<file path="config.mk">
export PLATFORM = sky130hd
export DESIGN_NAME = vending_txn_controller
export DESIGN_NICKNAME = d
export VERILOG_FILES = /design/src/rtl/vending_txn_controller.sv
export SDC_FILE = /design/constraint.sdc
export NUM_CORES = 1
export LEC_CHECK = 0
export ABC_AREA = 1
export CELL_PAD_IN_SITES_DETAIL_PLACEMENT = 0
export CELL_PAD_IN_SITES_GLOBAL_PLACEMENT = 2
export CORE_ASPECT_RATIO = 0.9
export CORE_MARGIN = 1.5
export CORE_UTILIZATION = 25
export DETAILED_ROUTE_END_ITERATION = 12
export HOLD_SLACK_MARGIN = 0.08
export PLACE_DENSITY = 0.86
export SLEW_MARGIN = 20
export SYNTH_ARGS = -nofsm -noshare
export SYNTH_HDL_FRONTEND = slang
export SYNTH_SLANG_ARGS = --single-unit
export TNS_END_PERCENT = 50
</file>
<file path="constraint.sdc">
create_clock -name clk -period 3.65 [get_ports clk]
set_clock_uncertainty 0.1 [all_clocks]
set_input_delay 0.73 -clock clk [delete_from_list [all_inputs] [get_ports clk]]
set_output_delay 0.73 -clock clk [all_outputs]
set_load 0.05 [all_outputs]
</file>
<file path="src/rtl/vending_txn_controller.sv">
`default_nettype none
// +--------------------------------------------------------------------------+
// | vending_txn_controller: running total, inactivity timer, change return.   |
// | Rev 1.0 - initial release                                                 |
// +--------------------------------------------------------------------------+
module vending_txn_controller #(
  parameter int NUM_COINS   = 3,
  parameter int NUM_ITEMS   = 4,
  parameter int TOTAL_BITS  = 31,
  parameter int WAIT_CYCLES = 10,
  parameter int COIN_VAL0   = 100,
  parameter int COIN_VAL1   = 500,
  parameter int COIN_VAL2   = 1000
) (
  input  logic                  clk,
  input  logic                  reset_n,
  input  logic [NUM_COINS-1:0]  i_input_coin,
  input  logic [NUM_ITEMS-1:0]  i_select_item,
  input  logic                  i_trigger_return,
  input  logic [TOTAL_BITS-1:0] dp_total_nxt,
  input  logic [NUM_ITEMS-1:0]  dp_output_item,
  output logic [NUM_COINS-1:0]  o_dp_input_coin,
  output logic [NUM_ITEMS-1:0]  o_dp_select_item,
  output logic [TOTAL_BITS-1:0] o_current_total,
  output logic [NUM_ITEMS-1:0]  o_output_item,
  output logic [NUM_COINS-1:0]  o_return_coin,
  output logic                  o_busy,
  output logic                  o_residue_err
);

  localparam int                 TIMER_W = $clog2(WAIT_CYCLES + 1);
  localparam logic [TIMER_W-1:0] c_WAIT  = TIMER_W'(WAIT_CYCLES);

  typedef enum logic [1:0] {
    ST_IDLE   = 2'd0,
    ST_ACTIVE = 2'd1,
    ST_RETURN = 2'd2
  } state_t;

  state_t                state_q, state_d;
  logic [TOTAL_BITS-1:0] total_q, total_d;
  logic [TIMER_W-1:0]    timer_q, timer_d;
  logic [NUM_ITEMS-1:0]  out_item_q, out_item_d;
  logic                  residue_q, residue_d;

  logic                  w_in_return;
  logic                  w_event;
  logic [NUM_COINS-1:0]  w_ret_coin;
  logic [TOTAL_BITS-1:0] w_ret_val;

  function automatic logic [TOTAL_BITS-1:0] coin_val(input int idx);
    case (idx)
      0:       coin_val = TOTAL_BITS'(COIN_VAL0);
      1:       coin_val = TOTAL_BITS'(COIN_VAL1);
      default: coin_val = TOTAL_BITS'(COIN_VAL2);
    endcase
  endfunction

  assign w_in_return = (state_q == ST_RETURN);
  assign w_event     = !w_in_return && ((i_input_coin != '0) || (dp_output_item != '0));

  // Gated while reset is held so nothing leaks to the datapath before release.
  assign o_dp_input_coin  = (reset_n && !w_in_return) ? i_input_coin  : '0;
  assign o_dp_select_item = (reset_n && !w_in_return) ? i_select_item : '0;

  // Coin values ascend, so the last one that fits is the largest payable coin.
  always_comb begin
    w_ret_coin = '0;
    w_ret_val  = '0;
    if (w_in_return) begin
      for (int i = 0; i < NUM_COINS; i++) begin
        if (total_q >= coin_val(i)) begin
          w_ret_coin    = '0;
          w_ret_coin[i] = 1'b1;
          w_ret_val     = coin_val(i);
        end
      end
    end
  end

  always_comb begin
    state_d    = state_q;
    total_d    = total_q;
    timer_d    = timer_q;
    out_item_d = out_item_q;
    residue_d  = residue_q;
    case (state_q)
      ST_IDLE: begin
        total_d    = dp_total_nxt;
        out_item_d = dp_output_item;
        if (w_event) timer_d = c_WAIT;
        if (dp_total_nxt != '0) state_d = ST_ACTIVE;
      end
      ST_ACTIVE: begin
        total_d    = dp_total_nxt;
        out_item_d = dp_output_item;
        if (w_event)               timer_d = c_WAIT;
        else if (timer_q != '0)    timer_d = timer_q - 1'b1;
        if (i_trigger_return)                  state_d = ST_RETURN;
        else if (dp_total_nxt == '0)           state_d = ST_IDLE;
        else if (timer_q == '0 && !w_event)    state_d = ST_RETURN;
      end
      ST_RETURN: begin
        out_item_d = '0;
        if (total_q == '0) begin
          state_d = ST_IDLE;
        end else if (total_q < coin_val(0)) begin
          total_d   = '0;
          residue_d = 1'b1;
          state_d   = ST_IDLE;
        end else begin
          total_d = total_q - w_ret_val;
        end
      end
      default: state_d = ST_IDLE;
    endcase
  end

  always_ff @(posedge clk) begin
    if (!reset_n) begin
      state_q    <= ST_IDLE;
      total_q    <= '0;
      timer_q    <= '0;
      out_item_q <= '0;
      residue_q  <= 1'b0;
    end else begin
      state_q    <= state_d;
      total_q    <= total_d;
      timer_q    <= timer_d;
      out_item_q <= out_item_d;
      residue_q  <= residue_d;
    end
  end

  assign o_current_total = total_q;
  assign o_output_item   = out_item_q;
  assign o_return_coin   = w_ret_coin;
  assign o_busy          = w_in_return;
  assign o_residue_err   = residue_q;

endmodule
`default_nettype wire
</file>
==> impl_metrics.tcl, run 1 <==
set metrics [dict create \
    status "complete, no violations" \
    avgViaCountPerCell 4.557 \
    cts_setup_buffers 0 \
    critPathCaptureType "register" \
    totalWireLength_um 13100 \
    cts.path.max_buffers 2 \
    drc 0 \
    netlist_instances 641 \
    synth_area_leaders "dfxtp_1 (23%), nand2_1 (19%), nor2_1 (13%)" \
    grt_busiest_layer "met2" \
    multi_input_area_mm2 0.002336 \
    grt_overflow 0 \
    post-dp-hpwl_um 10540 \
    leakagePower_nw 2.267 \
    grt_pass1_vias 3993 \
    antenna_left 0 \
    tns_ns 0 \
    critical_path_class "register to register" \
    ys_types 31 \
    rows 41 \
    drv_slew 0 \
    utilization_pct 35.27 \
    hold_buffers 0 \
    cts.sinks 42 \
    ys_ff_latch 42 \
    gp_congestion 0.9268 \
    min_from "o_output_item[3]" \
    antenna_cells 0 \
    synthDominantCellAreaShare_pct 23.21 \
    die_y_um 117.2 \
    wl_per_cell_um 14.18 \
    cp.required_ns 3.73 \
    start_util_pct 25.68 \
    place_area_mm2 0.004808 \
    antenna_found_initial 0 \
    comb_power_share_pct 64.1 \
    synth_area_per_cell_um2 5.651 \
    vdd_ir_drop_max_mv 0.2465 \
    cap_violations 0 \
    die-width_um 129.9 \
    crit_arrival_ns 3.26 \
    hold_slack_ns 0.3751 \
    synth_seq_area_share_pct 23.21 \
    grt_use_met2_pct 28.61 \
    grt_max_degree 41 \
    fin_nets 785 \
    post-synth-top-area-cell "dfxtp_1" \
    worst_pin_slew_ns 0.5863 \
    intPower_mw 1.504 \
    swShare_pct 53.72 \
    p_switching_mw 1.745 \
    cts_tree "built" \
    grt_usage_pct 17.80 \
    fmax_mhz 314.7 \
    fill_cells 1536 \
    power_density_mw_per_mm2 652.9 \
    hold_violations 0 \
    met3_usage_pct 2.273 \
    top_level_ports 92 \
    path_max_fanout 5 \
    hold_path_class "register to register" \
    drive_gt1_share_pct 8.618 \
    htree_levels 2 \
    syn_to_final_growth_pct 37.37 \
    period_share_pct 87.05 \
    cts_root_buffer "clkbuf_16" \
    setup_viol 0 \
    numCtsBuffers 5 \
    r2r-start "o_current_total[18]" \
    fin_area_mm2 0.004976 \
    clkPwrFrac_pct 14.8 \
    numPortBuffers 91 \
    rsz0062_at_grt "no" \
    critPathLaunchType "register" \
    dieArea_mm2 0.01522 \
    clock_latency_ns 0.29 \
    grt_pass1_wl_um 21020 \
    vias 4211 \
    crit_start "o_current_total[18]" \
    yosysWarnings 0 \
    ff_latch_area_um2 840.8 \
    grt_util_met1_pct 25.68 \
    path_clk_slew_ns 0.07 \
    synth_area_mm2 0.003622 \
    dr.pass1.iters 5 \
    syn_nets 696 \
    drt-initial-drc-count 280 \
    seqPwrFrac_pct 21.1 \
    cts_resized 0 \
    core_mm2 0.01411 \
    min_period_ns 3.177 \
    slew_headroom_pct 60.79 \
]
## power groups by stage
stage | logic (mW) | registers [mW] | clock network [mW]
after floorplan | 1.19 | 0.923 | 0
after global placement | 2.08 | 0.693 | 0
after detailed placement | 2.07 | 0.695 | 0
after CTS | 2.07 | 0.685 | 0.489
after global routing | 2.31 | 0.701 | 0.507
final | 2.08 | 0.685 | 0.480
## critical path, cell delays in order (launching register included)
cell     delay [ns]
dfxtp_1        0.38
inv_1          0.11
nand2_1        0.09
nor2_4         0.16
nand2_1        0.13
nor2_4         0.18
nand3_1        0.11
inv_1          0.08
nand3_1        0.11
nand2_1        0.09
ha_1           0.13
inv_1          0.07
fa_1           0.40
nand2_1        0.09
nand2_1        0.05
nand2_1        0.05
nand2_1        0.11
nand2_1        0.11
nand2_1        0.11
inv_1          0.09
nand3_1        0.07
nand2_1        0.07
nor2_1         0.04
nor2_1         0.08
nor2_1         0.04
## registers in the layout (all words and copies together) (netlist names)
register,flops
o_residue_err,1
state_q,2
o_current_total,31
o_output_item,4
timer_q,4
## cells in the final DEF, fill, tap and decap left out, types with 3 or more instances in the layout
cell and n:
xor2_1 4, nand3_1 52, inv_1 83, nand2_2 6, nand2_1 180, buf_4 10
nand3b_1 3, a21oi_1 35, nor2_2 5, dfxtp_1 42, o21ai_0 20, buf_12 10
a31oi_1 3, ha_1 9, a21oi_2 14, nand4_1 14, nor2_1 129, nor3_1 6
inv_2 4, xnor2_1 4, clkbuf_16 5, clkdlybuf4s50_1 80, nor2_4 4
## per-stage QoR
step                cells  power, mW  setup WS, ns
finish                924      3.249        0.4727
global route          924      3.521       0.05763
CTS                   924      3.249        0.2965
detailed placement    916      2.762        0.3240
global placement      916      2.774        0.3313
floorplan             641      2.111        0.4749
## layout make-up
class	count	share of cell area, %
Sequential cell	42	16.90
Clock buffer	6	2.791
Tap cell	193	4.853
Clock inverter	2	0.3269
Inverter	87	6.563
Multi-Input combinational cell	494	46.94
Timing Repair Buffer	100	21.62
## worst paths after layout
path | end | slack (ns) | cells past startpoint
worst max register to register | o_current_total[18] | 0.47 | 24
worst min register to register | o_output_item[3] | 0.38 | 2
worst max-delay path | o_current_total[18] | 0.47 | 24
worst min-delay path | o_output_item[3] | 0.38 | 2
## kinds of logic (layout without fill, tap and decap cells)
| group | count (synthesis) | after routing | synth area share [%] |
|---|---|---|---|
| compound gates | 74 | 74 | 12.02 |
| buf+inv | 105 | 195 | 12.64 |
| xor+xnor | 8 | 8 | 1.934 |
| flops | 42 | 42 | 23.21 |
| simple gates | 402 | 402 | 46.53 |
| fa+ha+maj | 10 | 10 | 3.662 |
## cell usage after synthesis, drive strengths merged
master / n
clkbuf: 6
fa: 1
a31oi: 3
a21oi: 49
and2: 1
nand3: 52
xor2: 4
nor4: 1
nand3b: 3
nand4: 14
buf: 12
o21ai: 20
xnor2: 4
nor2: 138
a21boi: 1
nand2: 187
inv: 87
ha: 9
a211oi: 1
dfxtp: 42
nor3: 6
## routing by layer
metal	wire (µm)	part of all wire (%)
met1	6469	49
met2	5779	44
met3	721	5.5
met4	128	0.98
met5	0	0
Power figures use the tool's default switching activity.
==> run 2: changes to the inputs <==
--- a/config.mk
+++ b/config.mk
@@ -11,6 +11,7 @@
 export CORE_ASPECT_RATIO = 0.9
 export CORE_MARGIN = 1.5
 export CORE_UTILIZATION = 25
+export CTS_CLUSTER_DIAMETER = 150
 export DETAILED_ROUTE_END_ITERATION = 12
 export HOLD_SLACK_MARGIN = 0.08
 export PLACE_DENSITY = 0.86
==> results of run 2 <==
The final DEF is identical to that of run 1; final timing and power are the same.
==> run 3: changes to the inputs <==
--- a/config.mk
+++ b/config.mk
@@ -15,6 +15,7 @@
 export DETAILED_ROUTE_END_ITERATION = 12
 export HOLD_SLACK_MARGIN = 0.08
 export PLACE_DENSITY = 0.86
+export SKIP_LAST_GASP = 1
 export SLEW_MARGIN = 20
 export SYNTH_ARGS = -nofsm -noshare
 export SYNTH_HDL_FRONTEND = slang
==> results of run 3 <==
The final DEF is identical to that of run 1; final timing and power are the same.
